`config.mk`:
```
export PLATFORM = sky130hd
export DESIGN_NAME = axi_superset_wr_chk_fifo
export DESIGN_NICKNAME = d
export VERILOG_FILES = /design/src/rtl/axi_superset_wr_chk_fifo.sv
export SDC_FILE = /design/constraint.sdc
export NUM_CORES = 1
export LEC_CHECK = 0
export CORE_MARGIN = 5
export CORE_UTILIZATION = 40
export CTS_CLUSTER_DIAMETER = 150
export DETAILED_ROUTE_END_ITERATION = 8
export PLACE_DENSITY = 0.7
export SLEW_MARGIN = 40
export SYNTH_ARGS = -nofsm -noshare
export SYNTH_HDL_FRONTEND = slang
export SYNTH_SLANG_ARGS = --single-unit
```
`constraint.sdc`:
```
create_clock -name clk_i -period 1.9 [get_ports clk_i]
set_input_delay 0.38 -clock clk_i [delete_from_list [all_inputs] [get_ports clk_i]]
set_output_delay 0.38 -clock clk_i [all_outputs]
set_load 0.02 [all_outputs]
```
`src/rtl/axi_superset_wr_chk_fifo.sv`:
```
// Small synchronous FIFO used for AW lengths and W burst counts.
// A push into a full FIFO is dropped unless a pop happens the same cycle.
module axi_superset_wr_chk_fifo #(
  parameter int DEPTH = 8,
  parameter int W     = 9
) (
  input  logic         clk_i,
  input  logic         reset_i,
  input  logic         push,
  input  logic         pop,
  input  logic [W-1:0] din,
  output logic [W-1:0] head,
  output logic         full,
  output logic         empty
);

  localparam int AW = $clog2(DEPTH);

  logic [W-1:0] mem [DEPTH];
  logic [AW:0]  wr_ptr;
  logic [AW:0]  rd_ptr;
  logic         push_ok;
  logic         pop_ok;

  assign empty = (wr_ptr == rd_ptr);
  assign full  = (wr_ptr[AW] != rd_ptr[AW]) &&
                 (wr_ptr[AW-1:0] == rd_ptr[AW-1:0]);
  assign head  = mem[rd_ptr[AW-1:0]];

  assign pop_ok  = pop & ~empty;
  assign push_ok = push & (~full | pop_ok);

  always_ff @(posedge clk_i or posedge reset_i) begin
    if (reset_i) begin
      wr_ptr <= '0;
      rd_ptr <= '0;
    end else begin
      if (push_ok) wr_ptr <= wr_ptr + 1'b1;
      if (pop_ok)  rd_ptr <= rd_ptr + 1'b1;
    end
  end

  always_ff @(posedge clk_i) begin
    if (push_ok) mem[wr_ptr[AW-1:0]] <= din;
  end

endmodule

```
; ---- Word-level counts from Yosys, hierarchy flattened
; Memories as Yosys holds them, arrays and structs flattened.
; Index checks and enable logic that the tools add are counted.
; W data, S select, Z words.
[word_totals]
ff_bits = 8
mem_bits_rw = 72
input_bits = 13
output_inout_bits = 11
wordCells = 16
n_memories = 1
[memory_table]
columns = name, depth, word_bits, read_ports, rd_clocked_by_memory_dff, write_ports, line_no
row1 = mem, 8, 9, 1, 0, 1, 19  ; logic [W-1:0] mem [DEPTH];
[op_classes]
add_sub_neg = 2
eq_ne = 3
n_mux = 2
n_bitwise = 5
reduce_logical = 1
[op_table]
columns = op, count
row1 = $add A4 B1 Y4 const B, 2
row2 = $eq A4 B4 Y1, 1
row3 = $eq A3 B3 Y1, 1
row4 = $and A1 B1 Y1, 2
row5 = $mux W1, 2
row6 = $not A1 Y1, 2
row7 = $logic_and A1 B1 Y1, 1
row8 = $ne A1 B1 Y1, 1
row9 = $or A1 B1 Y1, 1

; ---- Depth between registers and ports, before layout
; Gate-level depths: netlist (run 1).
[depth]
word_depth = 7
depth_mapped = 6
ltp_nobuf = 4

; ---- Worst setup path before layout (run 1)
; OpenSTA, ideal clock, no wires.
[synth_timing]
kind = reg2reg
start = register wr_ptr[1]
end = memory mem[2][0] (enable)
setup_ps = 387
t_arrival_ps = 1678
required_time_ps = 1513
slack_ps = -165
path_stages_with_launch = 7
path_buffers = 2
synth_period_minus_slack_ps = 2065
cell_sequence = dfrtp_1 buf_6 xnor2_2 nand3_2 buf_6 nor3_4 nor3_1
[synth_via]
elab_chain_len = 7
elab_cells_between_ends = 10
cone_classes = 2 x eq/ne / 2 x mux / 5 x bitwise / 1 x reduce/logical
[synth_rtl]
columns = element, line_no
row1 = "start, declared", 20  ; logic [AW:0] wr_ptr;
row2 = "start signal, assigned", 38  ; if (push_ok) wr_ptr <= wr_ptr + 1'b1;
row3 = $eq A4 B4 Y1 / $eq A3 B3 Y1 (equally long branches), "25, 27"
row4 = $not A1 Y1 / $logic_and A1 B1 Y1 (equally long branches), "30, 26"
row5 = $and A1 B1 Y1 / $not A1 Y1 (equally long branches), "30, 31"
row6 = $or A1 B1 Y1, 31  ; assign push_ok = push & (~full | pop_ok);
row7 = $and A1 B1 Y1, 31
row8 = $mux W1, 44  ; if (push_ok) mem[wr_ptr[AW-1:0]] <= din;
row9 = $mux W1 (implied by the code), 44
row10 = "end, declared", 19
; Parallel ways exist; a longest one is shown, timed or not.

; ---- Worst setup path after layout (run 1)
[layout_timing]
start = register rd_ptr[0]
end = output port head[8]
[layout_via]
elab_chain_len = 1
[layout_rtl]
columns = element, line_no
row1 = "start, declared", 21  ; logic [AW:0] rd_ptr;
row2 = "start signal, assigned", 39  ; if (pop_ok) rd_ptr <= rd_ptr + 1'b1;
row3 = $mem_v2 Z8 W9, -
row4 = "end, declared", 12  ; output logic [W-1:0] head,
; Every way passes these cells.

==> results of run 1 <==
## synthesized netlist by cell type, drive strengths merged
library cell,number,area [um^2]
dfrtp,8,200
clkbuf,2,7.51
nand3,1,10.0
edfxtp,72,2160
mux2,11,128
nor2,6,22.5
xnor2,8,92.6
nor4b,1,15.0
o211ai,1,7.51
nand3b,1,7.51
nand2,4,15.0
nor4,2,25.0
nand4,2,12.5
ha,2,25.0
or4,1,7.51
o21ai,1,8.76
o311ai,3,33.8
inv,2,7.51
buf,7,66.3
nand2b,1,6.26
mux4,18,454
nor3,4,31.3
o31ai,2,33.8
xor2,1,8.76
## sequential cells by signal, summed over array words and instances, names as in the netlist
name and count:
rd_ptr 4, mem 72, wr_ptr 4
## cells by family (layout without fill, tap and decap cells)
kind of cell / count (synthesis) / in the layout / synth area share [%]
fa+ha+maj: 2 / 2 / 0.738
mux: 29 / 29 / 17.2
simple gates: 23 / 23 / 4.50
compound gates: 7 / 7 / 2.47
buf+inv: 11 / 86 / 2.40
xor+xnor: 9 / 9 / 2.99
flops: 80 / 80 / 69.7
## report_power, final
group          internal, uW  switching [uW]
logic                  1950            1630
registers              2250             169
clock network           623             629
total                  4830            2430
## how the worst min path moves through the flow
stage	startpoint	end	slack (ns)	cells after the start
2_1_floorplan	reset_i	rd_ptr[0]	0.20	1
3_3_place_gp	wr_ptr[0]	wr_ptr[0]	0.62	2
3_5_place_dp	wr_ptr[0]	wr_ptr[0]	0.63	2
4_1_cts	reset_i	rd_ptr[3]	0.31	2
5_1_grt	reset_i	wr_ptr[0]	0.34	2
6_report	reset_i	wr_ptr[3]	0.33	2
## per-layer routing
layer | share of wire, % | up-vias | global-route usage [%]
met5 | 0 | - | 0
met4 | 3.1 | 0 | 8.48
met3 | 3.9 | 13 | 2.94
met2 | 49 | 45 | 22.4
met1 | 44 | 908 | 18.4
li1 | - | 796 | -
## stage by stage
step	TNS [ns]	utilization (%)	hold slack [ns]	cell area, um^2	total power, uW
after floorplan	-4.97	-	0.196	3390	4210
after global placement	-7.17	47.9	0.622	3940	5240
after detailed placement	-7.58	48.0	0.628	3950	5320
after CTS	-24.26	53.0	0.305	4360	7220
after global routing	-18.62	53.3	0.343	4380	7630
final	-13.20	53.3	0.333	4380	7260
## area by class of cell
cell class | count | area (um^2)
clock buffer | 9 | 124
clock inverter | 7 | 80.1
fill | 647 | 3840
inverter | 2 | 7.51
multi-input combinational | 70 | 1020
sequential | 80 | 2360
tap | 105 | 131
timing repair buffer | 68 | 654
## what timing repair did
| action | CTS | global route |
|---|---|---|
| gates resized for setup | 108 | 12 |
| pin swaps | 2 | 2 |
| endpoints found under the setup margin | 48 | 91 |
| gates cloned | 4 | 1 |
| buffers inserted | 8 | 2 |
## critical path: stages (launching register included)
cell     delay, ns
dfrtp_2       0.43
buf_8         0.17
mux4_2        0.51
mux2_2        0.27
buf_2         0.16
==> reports/qor.csv, run 1 <==
metric,value,unit
full die area,10400,um^2
DRC Markers,0,
Placeable Area,8220,um^2
final setup vio count,85,
RSZ-0062 raised after global routing,yes,
Die Width,102,um
number of I/O pins,24,
initial drt markers,117,
most frequent cells in the layout,"72 x edfxtp_1, 32 x buf_4, 19 x buf_6, 18 x mux4_2, 12 x clkdlybuf4s50_1",
largest net degree at the start of global routing,19,
root buf cell,clkbuf_8,
"commonest non-fill, non-tap cell in the layout",edfxtp_1,
syn nets,176,
GPL Wtd Cong,0.767,
DP HPWL,4050,um
Worst Setup Start Kind,flop,
Cell variety after synth,32,
FF-to-FF Start,rd_ptr[0],
sequential share of the synthesized area,69.7,%
CTS Hold Bufs,0,
Max Slew Vio Count,0,
WL per Instance,20.0,um
Lkg Pwr,0.00154,uW
GRT Total Usage,14.3,%
H-tree depth,3,
fin cells,341,
Max Buffers Root-to-Sink,2,
ant diodes,0,
die height,102,um
# rows,33,
Max Freq,0.446,GHz
clock skew,0.00904,ns
setup slack after layout,-0.344,ns
share of cells above drive strength 1,50.4,%
#FFs+latches synth,80,
pwr dens,1660,nW/um^2
RR Endpoint,mem[5][2],
vias per cell,5.17,
worst hold path type,input pin to asynchronous set/reset pin,
CTS tree,yes,
drt total wl,6820,um
IO buf count,23,
pre-CTS WS,-0.434,ns
vias,1762,
CTS Sinks,80,
DRT Pass-1 Iters,4,
Initial Util,41.2,%
arrival time worst endpoint,1.86,ns
CP Capture Type,output pin,
Clock Latency Late Sink,0.34,ns
crit path capture,head[8],
Synth Instances,161,
WS Path Type,flop to output pin,
grt ovf,0,
reg2reg path depth,10,
synthesized area per cell,21.0,um^2
maximum VDD drop,0.559,mV
crit path max fanout,8,
"setup slack, reg-to-reg",-0.26,ns
Num CTS Buffers,9,
vias in the first global route,1910,
first-pass GRT wire length,10700,um
Final nets,246,
Period minus WS final,2.24,ns
Slew HR,68.4,%
failing checks,negative setup slack,
period utilisation layout,118,%
Worst Setup SP,rd_ptr[0],
total of max-cap violations,0,
initial antenna violation count,0,
"Reg clk slew, reported paths",0.08,ns
required time of the critical path,1.52,ns
Slew @ Worst Pin,0.472,ns
status,finished with violations,
synthesized cell area,3390,um^2
placed insts,311,
YS warnings,0,
Area Growth Syn to Fin,29.2,%
Routed Antenna Nets,0,
final hold vios,0,
Power figures use the tool's default switching activity.
==> run 2: changes to the inputs <==
--- a/config.mk
+++ b/config.mk
@@ -10,6 +10,7 @@
 export CTS_CLUSTER_DIAMETER = 150
 export DETAILED_ROUTE_END_ITERATION = 8
 export PLACE_DENSITY = 0.7
+export RECOVER_POWER = 100
 export SLEW_MARGIN = 40
 export SYNTH_ARGS = -nofsm -noshare
 export SYNTH_HDL_FRONTEND = slang
==> run 2 against run 1 <==
Compared with the run above: the flow still finishes with violations (negative setup slack); via count shrank 1.0%; largest power group unchanged; critical endpoint unchanged; core utilization shrank 0.061 points; die area is the same; critical path depth is the same; largest cell class unchanged; wire length grew 0.25%; flip-flop and latch count is the same; hold slack gained 0.14 ns; combinational power shrank 1%.
==> reports/qor.csv, run 2 (synthesis gave the netlist of run 1 again) <==
metric,value,unit
share of cells above drive strength 1,50.4,%
Max Slew Vio Count,0,
total of max-cap violations,0,
max FFs per register,72,
RSZ-0062 raised after global routing,yes,
status,finished with violations,
crit path max fanout,8,
Initial Util,41.2,%
fill cell count,649,
Num CTS Buffers,9,
H-tree depth,3,
first-pass GRT wire length,10700,um
Max Buffers Root-to-Sink,2,
initial antenna violation count,1,
final setup vio count,86,
initial drt markers,100,
Hold Worst Slack,0.468,ns
Slew HR,68.5,%
Placeable Area,8220,um^2
Final nets,246,
Worst path max stage delay,0.51,ns
Routed Antenna Nets,0,
root buf cell,clkbuf_8,
required time of the critical path,1.52,ns
maximum VDD drop,0.557,mV
CP Capture Type,output pin,
pwr dens,1650,nW/um^2
die height,102,um
grt ovf,0,
full die area,10400,um^2
most frequent cells in the layout,"72 x edfxtp_1, 32 x buf_4, 19 x buf_6, 18 x mux4_2, 10 x dlygate4sd3_1",
Die Width,102,um
Slew @ Worst Pin,0.470,ns
failing checks,negative setup slack,
Worst Setup Start Kind,flop,
clock network power share,17.4,%
clock skew,0.00978,ns
DP HPWL,4050,um
Lkg Pwr,0.00154,uW
CTS Sinks,80,
vias,1744,
"commonest non-fill, non-tap cell in the layout",edfxtp_1,
worst hold path type,input pin to asynchronous set/reset pin,
DRC Markers,0,
DRT Pass-1 Iters,4,
dpl cell area,3950,um^2
arrival time worst endpoint,1.86,ns
WL per Instance,20.0,um
drt total wl,6830,um
Clock Latency Late Sink,0.34,ns
vias per cell,5.10,
CP Cell Sequence,buf_8 -> mux4_2 -> mux2_2 -> buf_2,
Area Growth Syn to Fin,29.1,%
Reg power frac,33.6,%
"Reg clk slew, reported paths",0.08,ns
final hold vios,0,
number of I/O pins,24,
Top Family by Delay on Critical Path,multiplexers,
design area,4370,um^2
GPL Wtd Cong,0.767,
largest net degree at the start of global routing,19,
Max Freq,0.446,GHz
vias in the first global route,1910,
Combinational Power Share,49.1,%
IO buf count,23,
Int Power,4810,uW
setup slack after layout,-0.343,ns
CTS tree,yes,
WP buf/inv,2,
switching share of power,33.4,%
slowest CP cell,mux4_2,
period utilisation layout,118,%
CTS Hold Bufs,0,
GRT Total Usage,14.3,%
# rows,33,
WS Path Type,flop to output pin,
Period minus WS final,2.24,ns
Net Sw Power,2410,uW
==> run 2: cell count changes in the layout (fill, tap and decap cells not counted), sizes merged <==
cell and delta:
clkdlybuf4s50 -10, diode +1, dlygate4sd3 +10
==> run 2: power groups by stage <==
stage | Clock, uW | Sequential, uW | Combinational [uW]
floorplan | 0 | 2410 | 1800
finish | 1250 | 2420 | 3540
global placement | 0 | 2420 | 2820
detailed placement | 0 | 2430 | 2880
global route | 1360 | 2450 | 3780
CTS | 1290 | 2410 | 3520
==> run 2: worst paths after layout <==
| check | from | to | slack (ns) | cells after the start |
|---|---|---|---|---|
| worst max-delay path | rd_ptr[0] | head[8] | -0.34 | 4 |
| worst min-delay path | reset_i | wr_ptr[0] | 0.47 | 2 |
| worst max register to register | rd_ptr[0] | mem[5][2] | -0.29 | 10 |
| worst min register to register | rd_ptr[3] | wr_ptr[3] | 0.69 | 2 |
| max in group asynchronous | reset_i | rd_ptr[0] | 1.16 | 2 |
| min in group clk_i | rd_ptr[3] | wr_ptr[3] | 0.69 | 2 |
==> run 2: timing repair <==
item	in CTS	in global routing
gates cloned	4	1
resized for setup	108	12
buffers inserted	8	2
setup endpoints to repair	48	91
pin swaps	2	2
==> run 2: metal layers <==
metal	track usage (%)	part of all wire (%)	up-vias
met4	8.48	3.1	0
met1	18.4	43	889
met2	22.4	49	45
met5	0	0	-
met3	2.94	4.7	13
li1	-	-	797
==> run 2: final cells by class <==
| cell class | count | area [um^2] | share of cell area (%) |
|---|---|---|---|
| inverters | 2 | 7.51 | 0.172 |
| diodes | 1 | 2.50 | 0.0572 |
| flip-flops and latches | 80 | 2360 | 54.0 |
| clock inverters | 7 | 80.1 | 1.83 |
| multi-input cells | 70 | 1010 | 23.1 |
| repair buffers | 68 | 654 | 15.0 |
| well taps | 105 | 131 | 3.00 |
| clock buffers | 9 | 124 | 2.83 |
==> run 2: through the flow <==
stage / cells / power [uW] / setup TNS (ns) / setup slack (ns) / utilization (%)
CTS: 339 / 7220 / -24.26 / -0.417 / 53.0
global placement: 311 / 5240 / -7.17 / -0.428 / 47.9
finish: 342 / 7220 / -15.48 / -0.343 / 53.2
floorplan: 161 / 4210 / -4.97 / -0.138 / -
detailed placement: 311 / 5320 / -7.58 / -0.434 / 48.0
global route: 342 / 7590 / -22.20 / -0.410 / 53.2
==> run 3: changes to the inputs <==
--- a/config.mk
+++ b/config.mk
@@ -9,8 +9,9 @@
 export CORE_UTILIZATION = 40
 export CTS_CLUSTER_DIAMETER = 150
 export DETAILED_ROUTE_END_ITERATION = 8
+export HOLD_SLACK_MARGIN = 0.08
 export PLACE_DENSITY = 0.7
-export RECOVER_POWER = 100
+export RECOVER_POWER = 50
 export SLEW_MARGIN = 40
 export SYNTH_ARGS = -nofsm -noshare
 export SYNTH_HDL_FRONTEND = slang
==> run 3 against run 2 <==
Compared with the run above: count of clock-buffer cells in the layout unchanged; register-to-register slack better by 0.03 ns; clock skew about the same; the flow still finishes with violations (negative setup slack); largest power group unchanged; final area up 0.17%; critical endpoint unchanged; die area is the same; setup slack barely moved; hold slack got worse by 0.0073 ns; via count up 0.40%; wire length hardly changed; combinational power up 1%; first-iteration DRC count increased by 4.0%; critical path depth stayed put.
==> reports/qor.csv, run 3 (synthesis gave the netlist of run 1 again) <==
metric,value,unit
IO buf count,23,
Max Freq,0.446,GHz
Slew @ Worst Pin,0.470,ns
H-tree depth,3,
arrival time worst endpoint,1.86,ns
Clock Latency Late Sink,0.34,ns
total of max-cap violations,0,
Lkg Pwr,0.00154,uW
max FFs per register,72,
reg2reg path depth,10,
failing checks,negative setup slack,
grt ovf,0,
M1 wire length,2930,um
WL met3,319,um
most frequent cells in the layout,"72 x edfxtp_1, 32 x buf_4, 19 x buf_6, 18 x mux4_2",
WS Path Type,flop to output pin,
Area Growth Syn to Fin,29.3,%
Int Power,4820,uW
CTS tree,yes,
GPL Wtd Cong,0.767,
DRC Markers,0,
Reg power frac,33.4,%
Slew HR,68.6,%
Period minus WS final,2.24,ns
Placeable Area,8220,um^2
CTS Sinks,80,
"commonest non-fill, non-tap cell in the layout",edfxtp_1,
period utilisation layout,118,%
setup slack after layout,-0.343,ns
worst hold path type,input pin to asynchronous set/reset pin,
DRT Pass-1 Iters,4,
die height,102,um
first-pass GRT wire length,10700,um
CP Capture Type,output pin,
Worst Setup Start Kind,flop,
number of I/O pins,24,
clock network power share,17.3,%
initial drt markers,104,
placed insts,311,
pre-CTS WS,-0.434,ns
top sig layer,met4,
"Reg clk slew, reported paths",0.08,ns
share of cells above drive strength 1,50.4,%
Net Sw Power,2440,uW
Die Width,102,um
met2 wire length,3360,um
final hold vios,0,
Max Buffers Root-to-Sink,2,
design area,4380,um^2
GRT Total Usage,14.3,%
RSZ-0062 raised after global routing,yes,
fin cells,342,
# rows,33,
"Core Util, Final",53.3,%
WL per Instance,20.0,um
root buf cell,clkbuf_8,
switching share of power,33.5,%
Routed Antenna Nets,0,
Num CTS Buffers,9,
status,finished with violations,
CTS Hold Bufs,0,
maximum VDD drop,0.560,mV
DP HPWL,4050,um
pwr dens,1660,nW/um^2
required time of the critical path,1.52,ns
full die area,10400,um^2
initial antenna violation count,1,
crit path max fanout,8,
RR Endpoint,mem[5][2],
clock skew,0.00982,ns
"setup slack, reg-to-reg",-0.26,ns
Final nets,246,
vias per cell,5.12,
final setup vio count,85,
Initial Util,41.2,%
vias,1751,
largest net degree at the start of global routing,19,
drt total wl,6830,um
Max Slew Vio Count,0,
dpl cell area,3950,um^2
Combinational Power Share,49.3,%
vias in the first global route,1910,
FF-to-FF Start,rd_ptr[0],
## run 3: cell count changes in the layout (fill, tap and decap cells not counted)
cell,previous run,this run
clkdlybuf4s50_1,2,6
o311ai_1,1,2
nand3_2,1,0
o311ai_0,1,0
nand3_4,0,1
dlygate4sd3_1,10,6
## run 3: worst max-delay path by stage
| stage | slack (ns) | endpoint | start |
|---|---|---|---|
| 2_1_floorplan | -0.14 | mem[5][0] | wr_ptr[1] |
| 3_3_place_gp | -0.43 | head[5] | rd_ptr[0] |
| 3_5_place_dp | -0.43 | head[1] | rd_ptr[0] |
| 4_1_cts | -0.42 | head[0] | rd_ptr[0] |
| 5_1_grt | -0.41 | head[2] | rd_ptr[0] |
| 6_report | -0.34 | head[8] | rd_ptr[0] |
## run 3: cell type report
type / count / area [um^2]
Antenna cell: 1 / 2.50
Clock buffer: 9 / 124
Clock inverter: 7 / 80.1
Fill cell: 647 / 3830
Inverter: 2 / 7.51
Multi-Input combinational cell: 70 / 1020
Sequential cell: 80 / 2360
Tap cell: 105 / 131
Timing Repair Buffer: 68 / 654
## run 3: per-stage QoR
stage / TNS [ns] / power [uW] / hold WS [ns]
final: -12.97 / 7260 / 0.461
after global routing: -18.62 / 7630 / 0.473
after CTS: -24.26 / 7220 / 0.305
after detailed placement: -7.58 / 5320 / 0.628
after global placement: -7.17 / 5240 / 0.622
after floorplan: -4.97 / 4210 / 0.196
## run 3: critical path: stages (launching register included)
cell and delay (ns):
dfrtp_2 0.43, buf_8 0.17, mux4_2 0.51, mux2_2 0.27, buf_2 0.16
## run 3: layer usage
metal / vias to the layer above / GRT usage, %
li1: 798 / -
met1: 893 / 18.4
met2: 47 / 22.4
met3: 13 / 2.94
met4: 0 / 8.48
met5: - / 0
## run 3: power by group through the flow
stage          clock, uW  combinational, uW  sequential, uW
3_3_place_gp           0               2820            2420
6_report            1260               3580            2420
3_5_place_dp           0               2880            2430
5_1_grt             1360               3810            2450
4_1_cts             1290               3520            2410
2_1_floorplan          0               1800            2410
## run 3: timing repair
item,in CTS,in global routing
setup buffers,8,2
resized for setup,108,12
gates cloned,4,1
endpoints found under the setup margin,48,91
pin swaps,2,2
